$ cat config.mk
export PLATFORM = sky130hd
export DESIGN_NAME = acia_rx_flat
export DESIGN_NICKNAME = d
export VERILOG_FILES = /design/src/rtl/acia_pkg.sv /design/src/rtl/acia_rx_if.sv /design/src/rtl/acia_sync.sv /design/src/rtl/acia_rx.sv /design/src/flat_wrapper.sv
export SDC_FILE = /design/constraint.sdc
export NUM_CORES = 1
export LEC_CHECK = 0
export CAP_MARGIN = 20
export CORE_UTILIZATION = 53
export CTS_CLUSTER_DIAMETER = 30
export DETAILED_ROUTE_END_ITERATION = 16
export PLACE_DENSITY = 0.79
export SKIP_CTS_REPAIR_TIMING = 1
export SLEW_MARGIN = 20
export SYNTH_ARGS = -nofsm -noshare
export SYNTH_HDL_FRONTEND = slang
export SYNTH_HIERARCHICAL = 1
export SYNTH_SLANG_ARGS = --single-unit
$ cat constraint.sdc
create_clock -name PHI2 -period 2.4 [get_ports PHI2]
set_input_delay 0.48 -clock PHI2 [delete_from_list [all_inputs] [get_ports PHI2]]
set_output_delay 0.48 -clock PHI2 [all_outputs]
set_load 0.02 [all_outputs]
$ cat src/rtl/acia_pkg.sv
// Shared ACIA definitions: receiver state encodings, parity modes and
// default timing parameters used by both the receive and transmit halves.
package acia_pkg;

  localparam int OVERSAMPLE_DEF  = 16;
  localparam int SYNC_STAGES_DEF = 2;

  localparam logic [2:0] RX_IDLE      = 3'd0;
  localparam logic [2:0] RX_START     = 3'd1;
  localparam logic [2:0] RX_DATA      = 3'd2;
  localparam logic [2:0] RX_PARITY    = 3'd3;
  localparam logic [2:0] RX_STOP      = 3'd4;
  localparam logic [2:0] RX_BREAKWAIT = 3'd5;

  localparam logic [1:0] PM_ODD   = 2'b00;
  localparam logic [1:0] PM_EVEN  = 2'b01;
  localparam logic [1:0] PM_MARK  = 2'b10;
  localparam logic [1:0] PM_SPACE = 2'b11;

  // par is the XOR of the eight data bits; bit_in is the sampled parity bit.
  function automatic logic parity_error(input logic [1:0] mode,
                                        input logic       par,
                                        input logic       bit_in);
    logic err;
    case (mode)
      PM_ODD:   err = ~(par ^ bit_in);
      PM_EVEN:  err = par ^ bit_in;
      PM_MARK:  err = ~bit_in;
      default:  err = bit_in;
    endcase
    return err;
  endfunction

endpackage

$ cat src/rtl/acia_rx_if.sv
// CPU-side and line-side signals of the ACIA receiver, plus the FSM state
// for observation. The CPU reads RXDATA when RXFULL=1 and pulses RXREAD for
// one PHI2 cycle; that pulse is the only acknowledgement and clears RXFULL.
interface acia_rx_if;
  logic       BTICK;
  logic       RXD;
  logic       R_PME;
  logic [1:0] R_PMC;
  logic       RXREAD;
  logic [7:0] RXDATA;
  logic       RXFULL;
  logic       PERR;
  logic       FERR;
  logic       OVERRUN;
  logic [2:0] rx_state;

  modport master (
    output BTICK, RXD, R_PME, R_PMC, RXREAD,
    input  RXDATA, RXFULL, PERR, FERR, OVERRUN, rx_state
  );

  modport slave (
    input  BTICK, RXD, R_PME, R_PMC, RXREAD,
    output RXDATA, RXFULL, PERR, FERR, OVERRUN, rx_state
  );
endinterface

$ cat src/rtl/acia_sync.sv
// Flop chain synchroniser for an asynchronous level input. Resets to 1 so an
// idle-high line never looks like a start edge coming out of reset.
module acia_sync #(
  parameter int STAGES = 2
) (
  input  logic clk,
  input  logic rst,
  input  logic d,
  output logic q
);

  logic [STAGES-1:0] sync_q;
  logic [STAGES-1:0] sync_d;

  always_comb begin
    sync_d    = sync_q;
    sync_d[0] = d;
    for (int i = 1; i < STAGES; i++) begin
      sync_d[i] = sync_q[i-1];
    end
  end

  always_ff @(posedge clk) begin
    if (rst) sync_q <= '1;
    else     sync_q <= sync_d;
  end

  assign q = sync_q[STAGES-1];

endmodule

$ cat src/rtl/acia_rx.sv
// ACIA receiver: oversampled start detection, 8 data bits LSB first,
// optional parity, stop check, and a single holding register with status.
module acia_rx
  import acia_pkg::*;
#(
  parameter int OVERSAMPLE  = OVERSAMPLE_DEF,
  parameter int SYNC_STAGES = SYNC_STAGES_DEF
) (
  input  logic       PHI2,
  input  logic       RESET,
  acia_rx_if.slave   bus
);

  localparam int            CW      = $clog2(OVERSAMPLE);
  localparam logic [CW-1:0] CNT_MID = CW'(OVERSAMPLE / 2 - 1);
  localparam logic [CW-1:0] CNT_END = CW'(OVERSAMPLE - 1);

  logic rxs;

  acia_sync #(.STAGES(SYNC_STAGES)) u_sync (
    .clk (PHI2),
    .rst (RESET),
    .d   (bus.RXD),
    .q   (rxs)
  );

  logic [2:0]    state_q,   state_d;
  logic [CW-1:0] cnt_q,     cnt_d;
  logic [2:0]    bit_cnt_q, bit_cnt_d;
  logic [7:0]    shift_q,   shift_d;
  logic          par_q,     par_d;
  logic          perr_n_q,  perr_n_d;
  logic [7:0]    rxdata_q,  rxdata_d;
  logic          rxfull_q,  rxfull_d;
  logic          perr_q,    perr_d;
  logic          ferr_q,    ferr_d;
  logic          overrun_q, overrun_d;
  logic          complete;
  logic          ferr_n;

  always_comb begin
    state_d   = state_q;
    cnt_d     = cnt_q;
    bit_cnt_d = bit_cnt_q;
    shift_d   = shift_q;
    par_d     = par_q;
    perr_n_d  = perr_n_q;
    complete  = 1'b0;
    ferr_n    = 1'b0;

    if (bus.BTICK) begin
      case (state_q)
        RX_IDLE: begin
          if (!rxs) begin
            cnt_d   = '0;
            state_d = RX_START;
          end
        end
        RX_START: begin
          if (cnt_q == CNT_MID) begin
            if (!rxs) begin
              cnt_d     = '0;
              bit_cnt_d = '0;
              par_d     = 1'b0;
              perr_n_d  = 1'b0;
              state_d   = RX_DATA;
            end else begin
              state_d = RX_IDLE;
            end
          end else begin
            cnt_d = cnt_q + CW'(1);
          end
        end
        RX_DATA: begin
          if (cnt_q == CNT_END) begin
            cnt_d     = '0;
            shift_d   = {rxs, shift_q[7:1]};
            par_d     = par_q ^ rxs;
            bit_cnt_d = bit_cnt_q + 3'd1;
            if (bit_cnt_q == 3'd7) state_d = bus.R_PME ? RX_PARITY : RX_STOP;
          end else begin
            cnt_d = cnt_q + CW'(1);
          end
        end
        RX_PARITY: begin
          if (cnt_q == CNT_END) begin
            cnt_d    = '0;
            perr_n_d = parity_error(bus.R_PMC, par_q, rxs);
            state_d  = RX_STOP;
          end else begin
            cnt_d = cnt_q + CW'(1);
          end
        end
        RX_STOP: begin
          if (cnt_q == CNT_END) begin
            cnt_d    = '0;
            ferr_n   = ~rxs;
            complete = 1'b1;
            state_d  = rxs ? RX_IDLE : RX_BREAKWAIT;
          end else begin
            cnt_d = cnt_q + CW'(1);
          end
        end
        RX_BREAKWAIT: begin
          // A held-low line must return high before another start is armed.
          if (rxs) state_d = RX_IDLE;
        end
        default: state_d = RX_IDLE;
      endcase
    end
  end

  always_comb begin
    rxdata_d  = rxdata_q;
    rxfull_d  = rxfull_q;
    perr_d    = perr_q;
    ferr_d    = ferr_q;
    overrun_d = overrun_q;

    if (bus.RXREAD) begin
      rxfull_d  = 1'b0;
      overrun_d = 1'b0;
    end

    // A read in the completion cycle frees the register, so the new byte loads.
    if (complete) begin
      if (!rxfull_q || bus.RXREAD) begin
        rxdata_d = shift_q;
        rxfull_d = 1'b1;
        perr_d   = perr_n_q;
        ferr_d   = ferr_n;
      end else begin
        overrun_d = 1'b1;
      end
    end
  end

  always_ff @(posedge PHI2) begin
    if (RESET) begin
      state_q   <= RX_IDLE;
      cnt_q     <= '0;
      bit_cnt_q <= '0;
      shift_q   <= '0;
      par_q     <= 1'b0;
      perr_n_q  <= 1'b0;
      rxdata_q  <= 8'h00;
      rxfull_q  <= 1'b0;
      perr_q    <= 1'b0;
      ferr_q    <= 1'b0;
      overrun_q <= 1'b0;
    end else begin
      state_q   <= state_d;
      cnt_q     <= cnt_d;
      bit_cnt_q <= bit_cnt_d;
      shift_q   <= shift_d;
      par_q     <= par_d;
      perr_n_q  <= perr_n_d;
      rxdata_q  <= rxdata_d;
      rxfull_q  <= rxfull_d;
      perr_q    <= perr_d;
      ferr_q    <= ferr_d;
      overrun_q <= overrun_d;
    end
  end

  assign bus.RXDATA   = rxdata_q;
  assign bus.RXFULL   = rxfull_q;
  assign bus.PERR     = perr_q;
  assign bus.FERR     = ferr_q;
  assign bus.OVERRUN  = overrun_q;
  assign bus.rx_state = state_q;

endmodule

$ cat src/flat_wrapper.sv
// flat-port wrapper written by rule: the top's interface ports become plain ports
module acia_rx_flat import acia_pkg::*;
#(
  parameter int OVERSAMPLE  = OVERSAMPLE_DEF,
  parameter int SYNC_STAGES = SYNC_STAGES_DEF
)
  (PHI2, RESET, bus_BTICK, bus_RXD, bus_R_PME, bus_R_PMC, bus_RXREAD, bus_RXDATA, bus_RXFULL, bus_PERR, bus_FERR, bus_OVERRUN, bus_rx_state);
  acia_rx_if bus_i ();
  input  logic PHI2;
  input  logic RESET;
  input wire logic [$bits(bus_i.BTICK)-1:0] bus_BTICK;
  input wire logic [$bits(bus_i.RXD)-1:0] bus_RXD;
  input wire logic [$bits(bus_i.R_PME)-1:0] bus_R_PME;
  input wire logic [$bits(bus_i.R_PMC)-1:0] bus_R_PMC;
  input wire logic [$bits(bus_i.RXREAD)-1:0] bus_RXREAD;
  output wire logic [$bits(bus_i.RXDATA)-1:0] bus_RXDATA;
  output wire logic [$bits(bus_i.RXFULL)-1:0] bus_RXFULL;
  output wire logic [$bits(bus_i.PERR)-1:0] bus_PERR;
  output wire logic [$bits(bus_i.FERR)-1:0] bus_FERR;
  output wire logic [$bits(bus_i.OVERRUN)-1:0] bus_OVERRUN;
  output wire logic [$bits(bus_i.rx_state)-1:0] bus_rx_state;
  assign bus_i.BTICK = bus_BTICK;
  assign bus_i.RXD = bus_RXD;
  assign bus_i.R_PME = bus_R_PME;
  assign bus_i.R_PMC = bus_R_PMC;
  assign bus_i.RXREAD = bus_RXREAD;
  assign bus_RXDATA = bus_i.RXDATA;
  assign bus_RXFULL = bus_i.RXFULL;
  assign bus_PERR = bus_i.PERR;
  assign bus_FERR = bus_i.FERR;
  assign bus_OVERRUN = bus_i.OVERRUN;
  assign bus_rx_state = bus_i.rx_state;
  acia_rx #(.OVERSAMPLE(OVERSAMPLE), .SYNC_STAGES(SYNC_STAGES)) u_core (.PHI2(PHI2), .RESET(RESET), .bus(bus_i));
endmodule
==> metrics.yaml, run 1 <==
sta:
  hold_violations: 0
  max_freq_mhz: 470
  period_share: 0.886
  max_slew_margin: 0.583
  finalClockSkew_ns: 0.00900
  finalSetupViolCount: 0
  worstMarginPinSlew_ns: 0.619
  finalSetupTns_ns: 0
  drv_slew: 0
  rsz0062_at_grt: "false"
  timing.final.crit_period_ns: 2.13
routing:
  routed-wl-met3_um: 113
  dr.first_iter.drc_count: 79
  dr_total_vias: 1379
  ant_nets: 0
  m1WireLength_um: 1500
  wire_per_inst_um: 13.7
  drt-pass1-iter-count: 10
  top_layer: "met4"
  wl_met2_um: 1650
  post-route-drc-count: 6
  viasPerCell: 5.72
  wirelength_um: 3300
clock_tree:
  cts.reportedPaths.clkPinSlew_ns: 0.10
  cts_tree: "built"
  cts_inserted_buffers: 5
  cts_buffer_depth: 2
  worstSkewPairLatency_ns: 0.32
  htree_num_levels: 2
  clock-root-buffer: "clkbuf_4"
  clock-sinks: 34
cells_and_area:
  n_antenna_cell: 0
  n_fill_cell: 240
  fin_nets: 220
  finalInstanceArea_um2: 1930
  drive_above_1_share: 0.0857
  area_growth_pct: 20.7
floorplan:
  coreArea_um2: 2810
  die_area_um2: 3230
  start_util: 0.569
  die_w_um: 56.9
  die_h_um: 56.9
  fp-row-count: 19
  io_pins: 23
yosys:
  syn_nets: 195
  synth_compound_area_frac: 0.144
  synth_cells: 184
  synth.distinct_cells: 39
  synth_xor_area_frac: 0.0165
  synth_edf_count: 0
  synthAdderAreaFrac: 0.0235
  postSynthAreaPerCell_um2: 8.67
  ys_seq_area_frac: 0.427
  yosys.area_share.simple: 0.262
  ys_async_sr_fraction: 0
  synth_seq_cells: 34
  yosysWarnings: 6
  synth.area.mux_share: 0.0878
  yosys_most_used_dff: "dfxtp_1"
  synth_top_family_by_area: "simple AND/OR/NAND/NOR gates"
  syn_area_um2: 1600
status:
  outcome: "finished, violations left"
  violations: "DRC"
setup_path:
  worstPathMaxFanout: 16
  critPathRequiredTime_ns: 1.92
  critPathMaxStageDelay_ns: 0.69
  cp.arrival_ns: 1.65
  slowest_stage: "clkdlybuf4s50_1"
  cp-end-kind: "output port"
  crit_path_start_kind: "register"
  crit_chain: "clkdlybuf4s50_1"
  crit_type: "reg2out"
  worst-path-buf-inv: 1
  critical_path.top_delay_family: "buffers and inverters"
power_and_ir_drop:
  vdd_drop_max_mv: 0.364
  power_density_nw_per_um2: 540
  p_leak_nw: 0.675
global_route:
  antenna_found_initial: 0
  globalRoute.totalOverflow: 0
  grt_pass1_wl_um: 5450
  grt.total_usage: 0.218
  grt_pass1_vias: 1256
  grt_max_degree: 17
min_path:
  hold_path_class: "reg2reg"
placement:
  hpwl_um: 2330
  gp_congestion: 0.758
  port_buffers: 22
  placed_cell_area_um2: 1850
flow_run:
  cap_violations: 0
routing by layer:
layer,vias to the layer above,GRT usage
met2,32,0.378
met4,0,0.0732
met5,-,0
li1,687,-
met1,650,0.266
met3,10,0.0484
area by class of cell:
class,count,area (um2),share of cell area
timing repair buffer,27,258,0.134
clock inverter,1,30.0,0.0156
sequential,34,681,0.353
multi-input combinational,135,851,0.442
clock buffer,7,45.0,0.0234
tap,31,38.8,0.0201
inverter,6,22.5,0.0117
through the flow:
step | hold WS, ns | std cells | setup WS [ns] | utilization | total power, mW
global route | 0.429 | 241 | 0.172 | 0.686 | 1.08
CTS | 0.418 | 241 | 0.250 | 0.686 | 1.05
floorplan | 0.383 | 184 | 0.524 | - | 0.625
finish | 0.411 | 241 | 0.273 | 0.686 | 1.04
global placement | 0.390 | 233 | 0.168 | 0.660 | 0.650
detailed placement | 0.394 | 233 | 0.124 | 0.660 | 0.654
path summary, 6_finish.rpt:
check,from,cells past startpoint,end,slack [ns]
worst max-delay path,u_core/bus.rx_state[1],1,bus_rx_state[1],0.27
worst min-delay path,u_core/u_sync/sync_q[0],1,u_core/u_sync/sync_q[1],0.41
worst max register to register,u_core/cnt_q[0],5,u_core/bus.rx_state[2],0.36
worst min register to register,u_core/u_sync/sync_q[0],1,u_core/u_sync/sync_q[1],0.41
logic make-up (layout without fill, tap and decap cells):
family / Yosys count / count (layout)
adder cells (fa/ha/maj): 3 / 3
flip-flops: 34 / 34
multiplexers: 13 / 13
XOR/XNOR: 3 / 3
buffers and inverters: 15 / 41
AO/OA/AOI/OAI: 38 / 38
AND/OR/NAND/NOR: 78 / 78
state kept, by name, summed over array words and instances (netlist names), 2 cells and up:
register	count
u_core/bit_cnt_q	3
u_core/bus.RXDATA	8
u_core/bus.rx_state	3
u_core/cnt_q	4
u_core/shift_q	8
u_core/u_sync/sync_q	2
cells in the mapped netlist, types with 2 or more instances:
cell type / number / area (um2)
nand2_1: 20 / 75.1
dfxtp_1: 34 / 681
nor2b_1: 9 / 56.3
inv_1: 6 / 22.5
o21ai_0: 7 / 35.0
clkbuf_1: 4 / 15.0
or2_1: 2 / 12.5
xnor2_1: 3 / 26.3
a31oi_1: 2 / 12.5
ha_1: 3 / 37.5
nor2_1: 18 / 67.6
mux2_4: 2 / 30.0
and3_1: 2 / 12.5
buf_2: 3 / 15.0
nor3_1: 2 / 10.0
o22ai_1: 2 / 12.5
or3_1: 3 / 18.8
nor4b_1: 2 / 17.5
a21oi_1: 18 / 90.1
nand3b_1: 2 / 15.0
mux2i_1: 11 / 110
nand2b_1: 7 / 43.8
nand3_1: 3 / 15.0
a211oi_1: 4 / 30.0
placed cells by master, fill, tap and decap left out, types with 2 or more instances in the layout:
cell              n
dfxtp_1          34
clkdlybuf4s50_1  22
nand2_1          20
nor2_1           18
a21oi_1          18
mux2i_1          11
nor2b_1           9
o21ai_0           7
nand2b_1          7
inv_1             6
clkbuf_4          5
buf_4             5
a211oi_1          4
xnor2_1           3
or3_1             3
nand3_1           3
ha_1              3
clkbuf_1          2
nand3b_1          2
o22ai_1           2
and3_1            2
nor4b_1           2
mux2_4            2
a31oi_1           2
nor3_1            2
or2_1             2
report_power, final:
| group | switching (mW) | total (mW) | internal (mW) | leakage [nW] |
|---|---|---|---|---|
| sequential | 0.00545 | 0.573 | 0.568 | 0.274 |
| combinational | 0.0345 | 0.0681 | 0.0335 | 0.361 |
| clock | 0.177 | 0.398 | 0.221 | 0.0395 |
| total | 0.217 | 1.04 | 0.822 | 0.675 |
Note: power is estimated with default switching activity, not from simulation.
==> run 2, diff against run 1 <==
Settings changed: CORE_UTILIZATION 53 to 54, PLACE_DENSITY 0.79 to 0.8, SYNTH_HIERARCHICAL 1 to not set.
==> run 2 against run 1 <==
  * The flow now finishes without violations
  * Combinational power grew 50%
  * Sequential share of layout area shrank 1.9 points
  * Power grew 0.38%
  * Sequential power grew 3%
  * Synthesized cell count shrank 0.54%
  * First-iteration DRC count shrank 19%
  * Non-clock buffer count is the same
  * Fmax shrank 6.7%
  * Clock power shrank 12%
  * Highest routed layer unchanged
==> metrics.yaml, run 2 <==
routing:
  post-route-drc-count: 0  # -6
  wirelength_um: 3640  # +10%
  drt-pass1-iter-count: 4  # -6
  ant_nets: 0  # unchanged
  wire_per_inst_um: 14.6  # +6.4%
  dr.first_iter.drc_count: 64  # -19%
  dr_total_vias: 1430  # +3.7%
  viasPerCell: 5.72  # about the same
setup_path:
  crit_path_start: "u_core.bus.rx_state[1]"
  crit_path_start_kind: "register"
  crit_type: "reg2out"
  cp.arrival_ns: 1.80  # +0.15 ns
  slowest_stage: "dfxtp_1"
  crit_chain: "clkdlybuf4s50_1"
  critPathRequiredTime_ns: 1.92  # about the same
  critical_path.top_delay_family: "flip-flops"
  worst-path-buf-inv: 1  # unchanged
  worstPathMaxFanout: 17  # +1
  critPathMaxStageDelay_ns: 0.73  # +0.04 ns
  cp-end-kind: "output port"
  r2r_start: "u_core.bus.rx_state[1]"
global_route:
  grt_pass1_wl_um: 6140  # +13%
  globalRoute.totalOverflow: 0  # unchanged
  grt_max_degree: 26  # +9
  antenna_found_initial: 0  # unchanged
  grt.total_usage: 0.240  # +0.0220
  grt_pass1_vias: 1389  # +11%
sta:
  max_slew_margin: 0.589  # +0.00624
  finalSetupViolCount: 0  # unchanged
  finalSetupTns_ns: 0  # unchanged
  holdWs_ns: 0.422  # +0.0112 ns
  timing.final.crit_period_ns: 2.28  # +0.152 ns
  max_freq_mhz: 439  # -6.7%
  period_share: 0.950  # +0.0634
  worstMarginPinSlew_ns: 0.616  # -0.00343 ns
  drv_slew: 0  # unchanged
  rsz0062_at_grt: "false"
  hold_violations: 0  # unchanged
  finalClockSkew_ns: 0.00783  # -0.00118 ns
  worst_slack_ns: 0.121  # -0.152 ns
yosys:
  syn_nets: 194  # -0.51%
  syn_area_um2: 1720  # +7.5%
  synth.distinct_cells: 52  # +33%
  ys_async_sr_fraction: 0  # unchanged
  yosys_most_used_dff: "dfxtp_1"
  synth_area_leaders: "dfxtp_1, mux2i_1, nor2_1"
  yosysTopAreaCell: "dfxtp_1"
  ys_seq_area_frac: 0.397  # -0.0299
  synth_edf_count: 0  # unchanged
  yosysWarnings: 0  # -6
  yosysMostFrequentCell: "dfxtp_1"
  synth_cells: 183  # -0.54%
  netlist.area_leader.share: 0.397  # -0.0299
  synth_seq_cells: 34  # unchanged
  postSynthAreaPerCell_um2: 9.37  # +8.1%
  synth_common_cells: "dfxtp_1, nor2_1, mux2i_1, a21oi_1, inv_1"
min_path:
  hold_start: "u_core.u_sync.sync_q[0]"
  hold_path_class: "reg2reg"
cells_and_area:
  fin_nets: 216  # -1.8%
  layout.area.seq_um2: 681  # unchanged
  finalInstanceArea_um2: 2030  # +5.6%
  final_common_cell: "dfxtp_1"
  layout_common_cells: "dfxtp_1, nor2_1, clkdlybuf4s50_1"
  n_fill_cell: 225  # -6.3%
  drive_above_1_share: 0.121  # +0.0356
  area_growth_pct: 18.5
  n_antenna_cell: 0  # unchanged
  multi_input_area_um2: 933  # +9.7%
power_and_ir_drop:
  power_mw: 1.04  # +0.38%
  power_density_nw_per_um2: 513  # -4.9%
  vdd_drop_max_mv: 0.371  # +2.0%
  p_leak_nw: 0.688  # +2.0%
floorplan:
  die_area_um2: 3410  # +5.3%
  die_w_um: 58.4  # +2.6%
  io_pins: 23  # unchanged
  start_util: 0.567  # -0.00216
  die_h_um: 58.4  # +2.6%
  coreArea_um2: 3030  # +7.9%
  fp-row-count: 20  # +1
clock_tree:
  worstSkewPairLatency_ns: 0.35  # +0.03 ns
  cts_inserted_buffers: 5  # unchanged
  clock-root-buffer: "clkbuf_4"
  cts_buffer_depth: 2  # unchanged
  cts.reportedPaths.clkPinSlew_ns: 0.11  # about the same
  clock-sinks: 34  # unchanged
  htree_num_levels: 2  # unchanged
  cts_tree: "built"
flow_run:
  cap_violations: 0  # unchanged
placement:
  port_buffers: 22  # unchanged
  gp_congestion: 0.847  # +12%
  placed_cell_area_um2: 1970  # +6.4%
  post-place-ws_ns: 0.281  # +0.157 ns
  hpwl_um: 2480  # +6.4%
status:
  outcome: "completed"
-- run 2: logic make-up (layout without fill, tap and decap cells) --
| group | count (synthesis) | after routing | share of synthesized area |
|---|---|---|---|
| xor+xnor | 5 | 5 | 0.0255 |
| buf+inv | 20 | 43 | 0.0591 |
| mux | 19 | 19 | 0.111 |
| compound gates | 40 | 40 | 0.177 |
| fa+ha+maj | 4 | 4 | 0.0277 |
| flops | 34 | 34 | 0.397 |
| simple gates | 61 | 61 | 0.204 |
-- run 2: path summary, 6_finish.rpt --
path / end / slack, ns / cells after the start
max: bus_rx_state[1] / 0.12 / 1
min reg2reg: u_core.u_sync.sync_q[1] / 0.42 / 1
min: u_core.u_sync.sync_q[1] / 0.42 / 1
max reg2reg: u_core.shift_q[3] / 0.46 / 5
-- run 2: where the power goes --
group          total (mW)  switching [mW]  internal, mW
combinational       0.102          0.0503        0.0515
clock               0.349           0.208         0.141
sequential          0.593          0.0217         0.571
total                1.04           0.280         0.763
-- run 2: through the flow --
stage                     utilization  instances
final                           0.671        250
after global routing            0.671        250
after CTS                       0.671        250
after detailed placement        0.650        242
after global placement          0.650        242
after floorplan                     -        183
-- run 2: final cells by class --
type,instances,share of cell area
Multi-Input combinational cell,129,0.459
Clock buffer,6,0.0252
Inverter,8,0.0148
Sequential cell,34,0.335
Tap cell,44,0.0271
Clock inverter,2,0.00615
Timing Repair Buffer,27,0.133
-- run 2: per-layer routing --
metal / part of all wire / vias up / global-route usage / wire [um]
li1: - / 704 / - / -
met4: 0.024 / 0 / 0.153 / 87
met1: 0.44 / 667 / 0.306 / 1590
met3: 0.050 / 13 / 0.0440 / 183
met5: 0 / - / 0 / 0
met2: 0.49 / 46 / 0.374 / 1780
==> run 3, diff against run 2 <==
Settings changed: PLACE_DENSITY 0.8 to 0.79.
Clock period 2.4 ns to 2.6 ns, I/O delays scaled along.
==> run 3 against run 2 <==
  * Setup slack better by 0.17 ns
  * First-iteration DRC count decreased by 13%
  * Critical path type unchanged
  * Clock skew down 0.0014 ns
  * Sequential power fell by 7.6%
  * Utilization increased by 0.50 points
  * Final cell count shrank 0.80%
==> metrics.yaml, run 3 (synthesized netlist as in run 2, its figures left out) <==
setup_path:
  worst-path-buf-inv: 1  # unchanged
  cp-end-kind: "output port"
  rr_endpoint: "u_core.bus.RXDATA[2]"
  reg2reg_depth: 5  # unchanged
  cp.arrival_ns: 1.79  # about the same
  slowest_stage: "dfxtp_1"
  critPathMaxStageDelay_ns: 0.73  # about the same
  critPathRequiredTime_ns: 2.08  # +0.16 ns
  crit_type: "reg2out"
  regToRegSetupSlack_ns: 0.65  # +0.19 ns
  crit_path_start_kind: "register"
  crit_chain: "clkdlybuf4s50_1"
  r2r_start: "u_core.bus.rx_state[2]"
  worstPathMaxFanout: 17  # unchanged
  critical_path.top_delay_family: "flip-flops"
cells_and_area:
  fin_nets: 214  # -0.93%
  final_core_util: 0.676  # +0.00496
  finalInstanceArea_um2: 2050  # +0.74%
  drive_above_1_share: 0.113  # -0.00861
  n_antenna_cell: 0  # unchanged
  final_common_cell: "dfxtp_1"
  area_growth_pct: 19.4
  layout_common_cells: "dfxtp_1, nor2_1, clkdlybuf4s50_1"
power_and_ir_drop:
  vdd_drop_max_mv: 0.591  # +59%
  sw_frac_of_total: 0.227  # -0.0418
  power_density_nw_per_um2: 552  # +7.6%
  pwr-share-clk: 0.433  # +0.099
  pwr-share-seq: 0.484  # -0.084
  combinationalPowerShare: 0.083  # -0.015
  switchingPower_uw: 256  # -8.5%
  p_int_uw: 874  # +15%
  p_leak_nw: 0.698  # +1.4%
routing:
  drt-pass1-iter-count: 4  # unchanged
  dr.first_iter.drc_count: 56  # -13%
  post-route-drc-count: 0  # unchanged
  wirelength_um: 3550  # -2.5%
  dr_total_vias: 1427  # -0.21%
  wire_per_inst_um: 14.3  # -1.7%
  ant_nets: 0  # unchanged
  viasPerCell: 5.75  # +0.59%
clock_tree:
  cts_inserted_buffers: 5  # unchanged
  htree_num_levels: 2  # unchanged
  cts_tree: "built"
  worstSkewPairLatency_ns: 0.35  # about the same
  cts.reportedPaths.clkPinSlew_ns: 0.11  # about the same
  clock-sinks: 34  # unchanged
  clock-root-buffer: "clkbuf_4"
  cts_buffer_depth: 2  # unchanged
global_route:
  grt_pass1_wl_um: 6270  # +2.1%
  antenna_found_initial: 0  # unchanged
  grt.total_usage: 0.246  # +0.00667
  grt_pass1_vias: 1389  # unchanged
  grt_max_degree: 22  # -15%
  globalRoute.totalOverflow: 0  # unchanged
placement:
  gp_congestion: 0.851  # +0.48%
  hpwl_um: 2430  # -2.1%
  placed_cell_area_um2: 1940  # -1.4%
  port_buffers: 22  # unchanged
floorplan:
  start_util: 0.567  # unchanged
  die_h_um: 58.4  # unchanged
  fp-row-count: 20  # unchanged
  die_area_um2: 3410  # unchanged
  die_w_um: 58.4  # unchanged
  coreArea_um2: 3030  # unchanged
  io_pins: 23  # unchanged
min_path:
  hold_start: "u_core.u_sync.sync_q[0]"
  holdPathStages: 1  # unchanged
  whs_endpoint: "u_core.u_sync.sync_q[1]"
  hold_path_class: "reg2reg"
sta:
  finalSetupTns_ns: 0  # unchanged
  timing.final.crit_period_ns: 2.31
  max_slew_margin: 0.592  # +0.00334
  drv_slew: 0  # unchanged
  rsz0062_at_grt: "false"
  max_freq_mhz: 432
  worstMarginPinSlew_ns: 0.611  # -0.00501 ns
  finalClockSkew_ns: 0.00646  # -0.00137 ns
  hold_violations: 0  # unchanged
  finalSetupViolCount: 0  # unchanged
  period_share: 0.890
flow_run:
  cap_violations: 0  # unchanged
status:
  outcome: "completed"
run 3: cell types whose count changed in the layout (fill, tap and decap cells not counted):
cell	previous run	this run
clkinv_4	0	1
buf_4	4	3
clkinvlp_4	1	0
clkbuf_8	1	0
bufinv_16	0	2
buf_12	1	0
clkinv_2	1	0
run 3: worst register-to-register path, cell delays in order, from the launching register on:
cell and delay [ns]:
dfxtp_1 0.67, or3b_4 0.48, nor3_4 0.18, buf_4 0.25, mux2i_1 0.21, nor2_1 0.05
run 3: stage by stage:
stage	total power, mW	hold WS (ns)	cells	setup WS (ns)
6_report	1.13	0.417	248	0.287
5_1_grt	1.17	0.439	248	0.201
4_1_cts	1.14	0.412	248	0.283
3_5_place_dp	0.651	0.397	240	0.353
3_3_place_gp	0.647	0.395	240	0.384
2_1_floorplan	0.623	0.389	183	0.891
run 3: worst max path at each step:
stage	start	endpoint	slack (ns)	cells past startpoint
after floorplan	u_core.cnt_q[0]	u_core.cnt_q[1]	0.89	5
after global placement	bus_BTICK	u_core.bus.RXDATA[1]	0.38	6
after detailed placement	bus_BTICK	u_core.bus.RXDATA[3]	0.35	6
after CTS	u_core.bus.rx_state[1]	bus_rx_state[1]	0.28	1
after global routing	u_core.bus.rx_state[1]	bus_rx_state[1]	0.20	1
final	u_core.bus.rx_state[1]	bus_rx_state[1]	0.29	1
run 3: final cells by class:
type	instances	area, um2
Multi-Input combinational cell	129	933
Inverter	8	30.0
Fill cell	241	980
Clock buffer	5	37.5
Tap cell	44	55.1
Clock inverter	3	68.8
Timing Repair Buffer	25	243
Sequential cell	34	681
run 3: power groups by stage:
| stage | Clock [mW] | Sequential, mW | Combinational, mW |
|---|---|---|---|
| detailed placement | 0 | 0.559 | 0.0922 |
| global route | 0.523 | 0.550 | 0.101 |
| floorplan | 0 | 0.547 | 0.0755 |
| global placement | 0 | 0.558 | 0.0890 |
| CTS | 0.501 | 0.547 | 0.0931 |
| finish | 0.489 | 0.548 | 0.0937 |
run 3: metal layers:
metal  part of all wire  up-vias  GRT usage
met2               0.47       46      0.381
met3              0.060        6     0.0813
met1               0.45      675      0.304
met5                  0        -          0
li1                   -      700          -
met4              0.019        0      0.136
